<file path="src/rtl/fft_b4_frame_ctrl.sv">
// Frame sequencer for the radix-4 single-path pipeline FFT: shared enable, twiddle addresses and
// output valid/SOP/EOP tags. Defining FFT_FRAME_CTRL_ERR_EN adds a sticky protocol-error flag.
module fft_b4_frame_ctrl #(
  parameter int unsigned STAGES  = 3,
  parameter int unsigned LOG2N   = 6,
  parameter int unsigned LATENCY = 8
) (
  input  logic                      clk,
  input  logic                      rst,
  input  logic                      start,
  input  logic                      in_valid,
  output logic                      in_ready,
  output logic                      enable,
  output logic [LOG2N-1:0]          sample_idx,
  output logic [STAGES*LOG2N-1:0]   tw_addr,
  output logic                      out_valid,
  output logic                      out_sop,
  output logic                      out_eop,
  output logic                      busy,
  output logic                      err
);

  localparam int unsigned N        = 1 << LOG2N;
  // Flush length rounded up to 4 keeps the stages' mod-4 counters aligned to frame starts.
  localparam int unsigned FlushLen = ((LATENCY + 3) / 4) * 4;
  localparam logic [6:0]  FlushLast = 7'(FlushLen - 1);

  typedef enum logic [1:0] {StIdle, StRun, StFlush} state_e;

  state_e           state_q, state_d;
  logic [LOG2N-1:0] idx_q, idx_d;
  logic             pend_q, pend_d;
  logic [1:0]       phase_q, phase_d;
  logic [6:0]       flush_q, flush_d;
  logic [2:0]       tag_q [LATENCY];
  logic [2:0]       tag_d [LATENCY];
  logic [2:0]       tag_in;
  logic             accept;
  logic             idx_last;

  function automatic logic [LOG2N-1:0] tw_calc(input logic [LOG2N-1:0] n, input int unsigned s);
    int unsigned len, j, p, q, prod;
    len  = N >> (2 * s);
    j    = 32'(n) & (len - 1);
    p    = j & (len / 4 - 1);
    q    = j >> (LOG2N - 2 * s - 2);
    prod = (p * q) << (2 * s);
    return LOG2N'(prod);
  endfunction

  always_ff @(posedge clk or negedge rst) begin
    if (!rst) begin
      state_q <= StIdle;
      idx_q   <= '0;
      pend_q  <= 1'b0;
      phase_q <= '0;
      flush_q <= '0;
      for (int unsigned i = 0; i < LATENCY; i++) tag_q[i] <= '0;
    end else begin
      state_q <= state_d;
      idx_q   <= idx_d;
      pend_q  <= pend_d;
      phase_q <= phase_d;
      flush_q <= flush_d;
      for (int unsigned i = 0; i < LATENCY; i++) tag_q[i] <= tag_d[i];
    end
  end

  always_comb begin
    state_d  = state_q;
    idx_d    = idx_q;
    pend_d   = pend_q;
    flush_d  = flush_q;
    idx_last = (idx_q == '1);
    unique case (state_q)
      StIdle: begin
        if (start) begin
          state_d = StRun;
          idx_d   = '0;
          pend_d  = 1'b0;
        end
      end
      StRun: begin
        if (start) pend_d = 1'b1;
        if (accept) begin
          idx_d = idx_q + LOG2N'(1);
          if (idx_last) begin
            // A start coinciding with the last sample also chains the next frame.
            if (pend_q || start) begin
              pend_d = 1'b0;
            end else begin
              state_d = StFlush;
              flush_d = '0;
            end
          end
        end
      end
      StFlush: begin
        flush_d = flush_q + 7'd1;
        if (start) pend_d = 1'b1;
        if (flush_q == FlushLast) begin
          flush_d = '0;
          if (pend_q || start) begin
            state_d = StRun;
            idx_d   = '0;
            pend_d  = 1'b0;
          end else begin
            state_d = StIdle;
          end
        end
      end
      default: state_d = StIdle;
    endcase
  end

  always_comb begin
    in_ready   = (state_q == StRun);
    enable     = (in_ready & in_valid) | (state_q == StFlush);
    busy       = (state_q != StIdle);
    accept     = in_ready & in_valid;
    sample_idx = idx_q;
    phase_d    = phase_q + {1'b0, enable};
    tw_addr    = '0;
    for (int unsigned s = 0; s < STAGES; s++) tw_addr[s*LOG2N +: LOG2N] = tw_calc(idx_q, s);
    tag_in = {accept, accept & (idx_q == '0), accept & (idx_q == '1)};
    tag_d  = tag_q;
    if (enable) begin
      tag_d[0] = tag_in;
      for (int unsigned i = 1; i < LATENCY; i++) tag_d[i] = tag_q[i-1];
    end
    out_valid = enable & tag_q[LATENCY-1][2];
    out_sop   = out_valid & tag_q[LATENCY-1][1];
    out_eop   = out_valid & tag_q[LATENCY-1][0];
  end

`ifdef FFT_FRAME_CTRL_ERR_EN
  logic err_q, err_d;

  always_comb begin
    err_d = err_q
          | (in_valid & (state_q != StRun))
          | (start & pend_q)
          | (start & (state_q == StRun) & (idx_q == '0));
  end

  always_ff @(posedge clk or negedge rst) begin
    if (!rst) err_q <= 1'b0;
    else      err_q <= err_d;
  end

  assign err = err_q;
`else
  assign err = 1'b0;
`endif

endmodule

</file>
<file path="config.mk">
export PLATFORM = sky130hd
export DESIGN_NAME = fft_b4_frame_ctrl
export DESIGN_NICKNAME = d
export VERILOG_FILES = /design/src/rtl/fft_b4_frame_ctrl.sv
export SDC_FILE = /design/constraint.sdc
export NUM_CORES = 1
export LEC_CHECK = 0
export ABC_AREA = 0
export BUFFER_PORTS_ARGS = -buffer_cell sky130_fd_sc_hd__buf_4
export CAP_MARGIN = 20
export CELL_PAD_IN_SITES_DETAIL_PLACEMENT = 1
export CELL_PAD_IN_SITES_GLOBAL_PLACEMENT = 2
export CORE_MARGIN = 2
export CORE_UTILIZATION = 34
export DETAILED_ROUTE_END_ITERATION = 8
export GPL_TIMING_DRIVEN = 0
export PLACE_DENSITY = 0.83
export SLEW_MARGIN = 20
export SYNTH_ARGS = -nofsm -noshare
export SYNTH_HDL_FRONTEND = slang
export SYNTH_SLANG_ARGS = --single-unit
</file>
<file path="constraint.sdc">
create_clock -name clk -period 2.15 [get_ports clk]
set_input_delay 0.215 -clock clk [delete_from_list [all_inputs] [get_ports clk]]
set_output_delay 0.215 -clock clk [all_outputs]
set_load 0.005 [all_outputs]
</file>
Word-level counts from Yosys, hierarchy flattened:

Index checks and enable logic that the tools add are counted.

* bits in registers: 40
* input bits: 4
* output and inout port bits: 31
* word-level logic and storage cells: 67

* $add $sub $neg: 2
* multipliers: 2
* eq/ne operators: 10
* mux-type cells: 24
* bitwise logic cells: 7
* reduce and logical (&&, ||, !) cells: 10

Operator list (count)
* $mux W7: 4
* $mux W6: 4
* $pmux W6 S3: 1
* $pmux W7 S2: 1
* $mux W2: 5
* $reduce_and A5 Y1: 2
* $ne A2 B2 Y1 const B: 4
* $add A7 B1 Y7 const B: 1
* $eq A7 B3 Y1 const B: 1
* $mux W1: 7
* $add A6 B1 Y6 const B: 1
* $and A1 B1 Y1: 6
* $eq A6 B6 Y1 const B: 1
* $logic_not A6 Y1: 1
* $mul A4 B2 Y6: 1
* $pmux W2 S3: 1
* $mul A2 B2 Y4: 1
* $ne A2 B1 Y1 const B: 2
* $reduce_and A4 Y1: 1
* $reduce_bool A2 Y1: 2
* $pmux W1 S3: 1
* $reduce_bool A3 Y1: 1
* $eq A2 B1 Y1 const B: 1
* $eq A2 B2 Y1 const B: 1
* 4 further kinds: 4

Depth between registers and ports, before layout:

* depth after elaboration: 5
* depth in mapped cells: 8
* mapped depth without buffers: 6

Worst setup path before layout:

OpenSTA, ideal clock, no wires.

* path type: reg-to-reg
* start: reg flush_q[3]
* end: reg idx_q[1] (netlist: sample_idx[1])
* setup time: 67 ps
* arrival time: 1695 ps
* required time: 2083 ps
* path slack: 388 ps
* stages on the path, launching flop included: 6
* path through: dfrtp_1 > or4_4 > o31ai_4 > and3_1 > buf_4 > a32o_1

* cells in the longest elaborated chain, start to end: 3

Ends and longest elaborated chain
* start, declared: RTL line 34 `logic [6:0] flush_q, flush_d;`
* start signal, assigned: RTL line 64 `flush_q <= flush_d;`
* $eq A7 B3 Y1: RTL line 101 `if (flush_q == FlushLast) begin`
* $ne A2 B2 Y1 (no line)
* $reduce_and A5 Y1 (no line)
* end signal, assigned: RTL line 61 `idx_q <= idx_d;`
* end, declared: RTL line 31 `logic [LOG2N-1:0] idx_q, idx_d;`

Every way passes these cells.
A chain may end at the register's enable or synchronous reset.

Final worst setup path:

* start: reg idx_q[1] (netlist: sample_idx[1])
* end: out tw_addr[4]

* cells in the longest elaborated chain, start to end: 1

Ends and longest elaborated chain
* $mul A4 B2 Y6: RTL line 47 `prod = (p * q) << (2 * s);`
* end, declared: RTL line 15 `output logic [STAGES*LOG2N-1:0] tw_addr,`

Every way passes these cells.

==> results.json <==
{
  "powerDensity_nw_per_um2": 915,
  "yosys_most_used_dff": "dfrtp_1",
  "gp_congestion": 0.780,
  "die_y_um": 85.1,
  "cap_violations": 0,
  "path_clk_slew_ns": 0.07,
  "drt_iter0_drc": 51,
  "cts_sinks": 40,
  "initial_core_util_pct": 35.2,
  "antenna_left": 0,
  "synthesis.area_um2": 2240,
  "rsz0062_at_grt": "false",
  "drc_errors": 0,
  "hold_viol_final": 0,
  "fin_worst_skew_ns": 0.0102,
  "rows": 29,
  "ys_warn_count": 0,
  "path_max_fanout": 8,
  "status": "finished, final reports clean",
  "diodes": 0,
  "grt_usage_pct": 15.3,
  "ctsLongestPathBuffers": 2,
  "worstMarginPinSlew_ns": 0.588,
  "path_class": "reg -> out",
  "grt_pass1_wl_um": 9110,
  "vias": 1862,
  "grt_pass1_vias": 1906,
  "routedWlPerCell_um": 13.8,
  "io_buffers": 24,
  "syn2layout_area_growth_pct": 23.2,
  "core_area_um2": 6350,
  "drv_slew": 0,
  "root_buffer": "clkbuf_8",
  "setup_viol_count_final": 0,
  "worstPathArrival_ns": 1.85,
  "die_w_um": 85.1,
  "drive_gt1_share_pct": 22.7,
  "final_area_um2": 2750,
  "cts_tree": "done",
  "worstPathRequired_ns": 1.93,
  "synth-edff-count": 0,
  "regToRegSetupSlack_ns": 0.15,
  "worstSkewPairLatency_ns": 0.29,
  "grt_max_degree": 41,
  "synth_seq_cells": 40,
  "wl_um": 5210,
  "leakage_nw": 1.45,
  "fmax_mhz": 484,
  "ir_drop_mv": 0.428,
  "ctsHtreeMaxLevel": 2,
  "final_util_pct": 43.4,
  "nets": 316,
  "antenna_found_initial": 0,
  "endpoint_kind": "output pin",
  "finalCritPeriodShare_pct": 96.0,
  "max_slew_margin_pct": 60.6,
  "syn_inst": 254,
  "syn_avg_cell_area_um2": 8.80,
  "die_area_um2": 7240,
  "grt-ovfl-total": 0,
  "ys_types": 41,
  "yosysSeqAreaShare_pct": 44.8,
  "fill_cells": 765,
  "hold_path.class": "in -> reg",
  "dp_slack_ns": -0.160,
  "dr.pass1.iters": 4,
  "async_reset_ff_share_pct": 100,
  "placed_area_um2": 2540,
  "dp_hpwl_um": 3700,
  "via_per_inst": 4.94,
  "cts-buffers-inserted": 5,
  "ios": 35,
  "timing.final.ws_setup_ns": 0.0857,
  "period_needed_ns": 2.06,
  "start_kind": "flop"
}
## registers in the layout, indices dropped and copies added (netlist names)
| name | cells |
|---|---|
| tag_q | 24 |
| flush_q | 7 |
| sample_idx | 6 |
| state_q | 2 |
| pend_q | 1 |
## timing repair
item                       CTS  global route
hold buffers                 1             0
pin swaps                    0             3
setup buffers                0             8
hold endpoints to repair    40             0
setup endpoints to repair   31            22
gates resized for setup      6            11
## cells by family after synthesis
group,after synthesis,synth area share (%)
and+or+nand+nor,128,26.0
DFF,40,44.8
AOI/OAI and AO/OA,35,12.1
buffers and inverters,32,7.16
adders and majority gates,13,7.61
muxes,3,1.40
xor gates and xnor gates,2,0.784
other,1,0.168
## power breakdown
group	leakage [nW]	switching [mW]	internal (mW)
Sequential	0.526	0.123	0.918
Combinational	0.867	0.499	0.367
Clock	0.0552	0.266	0.345
Total	1.45	0.889	1.63
## critical path, cell delays in order (launching register included)
cell     delay, ns
dfrtp_2       0.47
and2_1        0.20
ha_1          0.29
a21o_1        0.19
a21oi_2       0.14
xor2_1        0.15
buf_4         0.13
## cells in the mapped netlist (2+ instances only)
| cell | count | share of area, % |
|---|---|---|
| mux2i_1 | 2 | 0.90 |
| nor2b_1 | 3 | 0.84 |
| nand4_1 | 2 | 0.56 |
| buf_4 | 10 | 3.4 |
| nor2_1 | 11 | 1.8 |
| a22o_1 | 5 | 2.0 |
| and2_1 | 12 | 3.4 |
| inv_1 | 11 | 1.8 |
| nand2b_1 | 2 | 0.56 |
| a31oi_1 | 2 | 0.56 |
| xor2_1 | 2 | 0.78 |
| nand2_1 | 72 | 12 |
| nor3_1 | 3 | 0.67 |
| clkbuf_1 | 8 | 1.3 |
| nand3b_1 | 2 | 0.67 |
| and3_1 | 3 | 0.84 |
| o21ai_0 | 5 | 1.1 |
| a32o_1 | 3 | 1.3 |
| a21oi_1 | 6 | 1.3 |
| ha_1 | 12 | 6.7 |
| o2bb2ai_1 | 2 | 0.78 |
| o211ai_1 | 5 | 1.7 |
| nand3_1 | 13 | 2.9 |
| dfrtp_1 | 40 | 45 |
| buf_2 | 2 | 0.45 |
## metal layers
layer,vias to the layer above,wire [um],GRT usage (%)
li1,925,-,-
met1,907,2530,21.0
met2,24,2490,24.6
met3,6,134,2.92
met4,0,53,4.76
met5,-,0,0
## cell type report
class / instances / area, um^2 / share of cell area, %
multi-input combinational: 190 / 1140 / 41.3
sequential: 40 / 1010 / 36.5
timing repair buffer: 33 / 250 / 9.09
buffer: 18 / 116 / 4.23
tap: 77 / 96.3 / 3.50
clock buffer: 6 / 72.6 / 2.64
inverter: 11 / 41.3 / 1.50
clock inverter: 2 / 35.0 / 1.27
## worst paths after layout
check,start,endpoint,depth (start not counted)
setup / recovery,sample_idx[1],tw_addr[4],6
hold / removal,in_valid,sample_idx[0],2
setup reg to reg,flush_q[3],sample_idx[1],5
hold reg to reg,tag_q[0],tag_q[0],2
max in group asynchronous,rst,sample_idx[5],2
min in group asynchronous,rst,tag_q[5],2
## layout by cell type, fill, tap and decap left out, types with 3 or more instances in the layout
master	count
o21ai_0	5
clkbuf_8	5
a21oi_1	4
nand2_1	72
dfrtp_1	36
nand3_1	13
nor2b_1	3
a22o_1	5
clkbuf_1	4
and2_1	11
and3_1	3
dfrtp_2	4
nor3_1	3
nor2_1	11
buf_4	42
ha_1	11
a32o_1	3
conb_1	9
inv_1	11
o211ai_1	5
## metrics by stage
| stage | TNS, ns | hold WS (ns) | power [mW] | cells |
|---|---|---|---|---|
| 6_report | 0 | 0.335 | 2.52 | 377 |
| 2_1_floorplan | 0 | -0.0806 | 1.58 | 262 |
| 5_1_grt | 0 | 0.340 | 2.72 | 377 |
| 3_5_place_dp | -1.23 | 0.241 | 1.86 | 363 |
| 3_3_place_gp | -0.488 | 0.236 | 1.83 | 363 |
| 4_1_cts | 0 | 0.301 | 2.51 | 369 |
No activity file was read; power rests on OpenSTA's default activity.
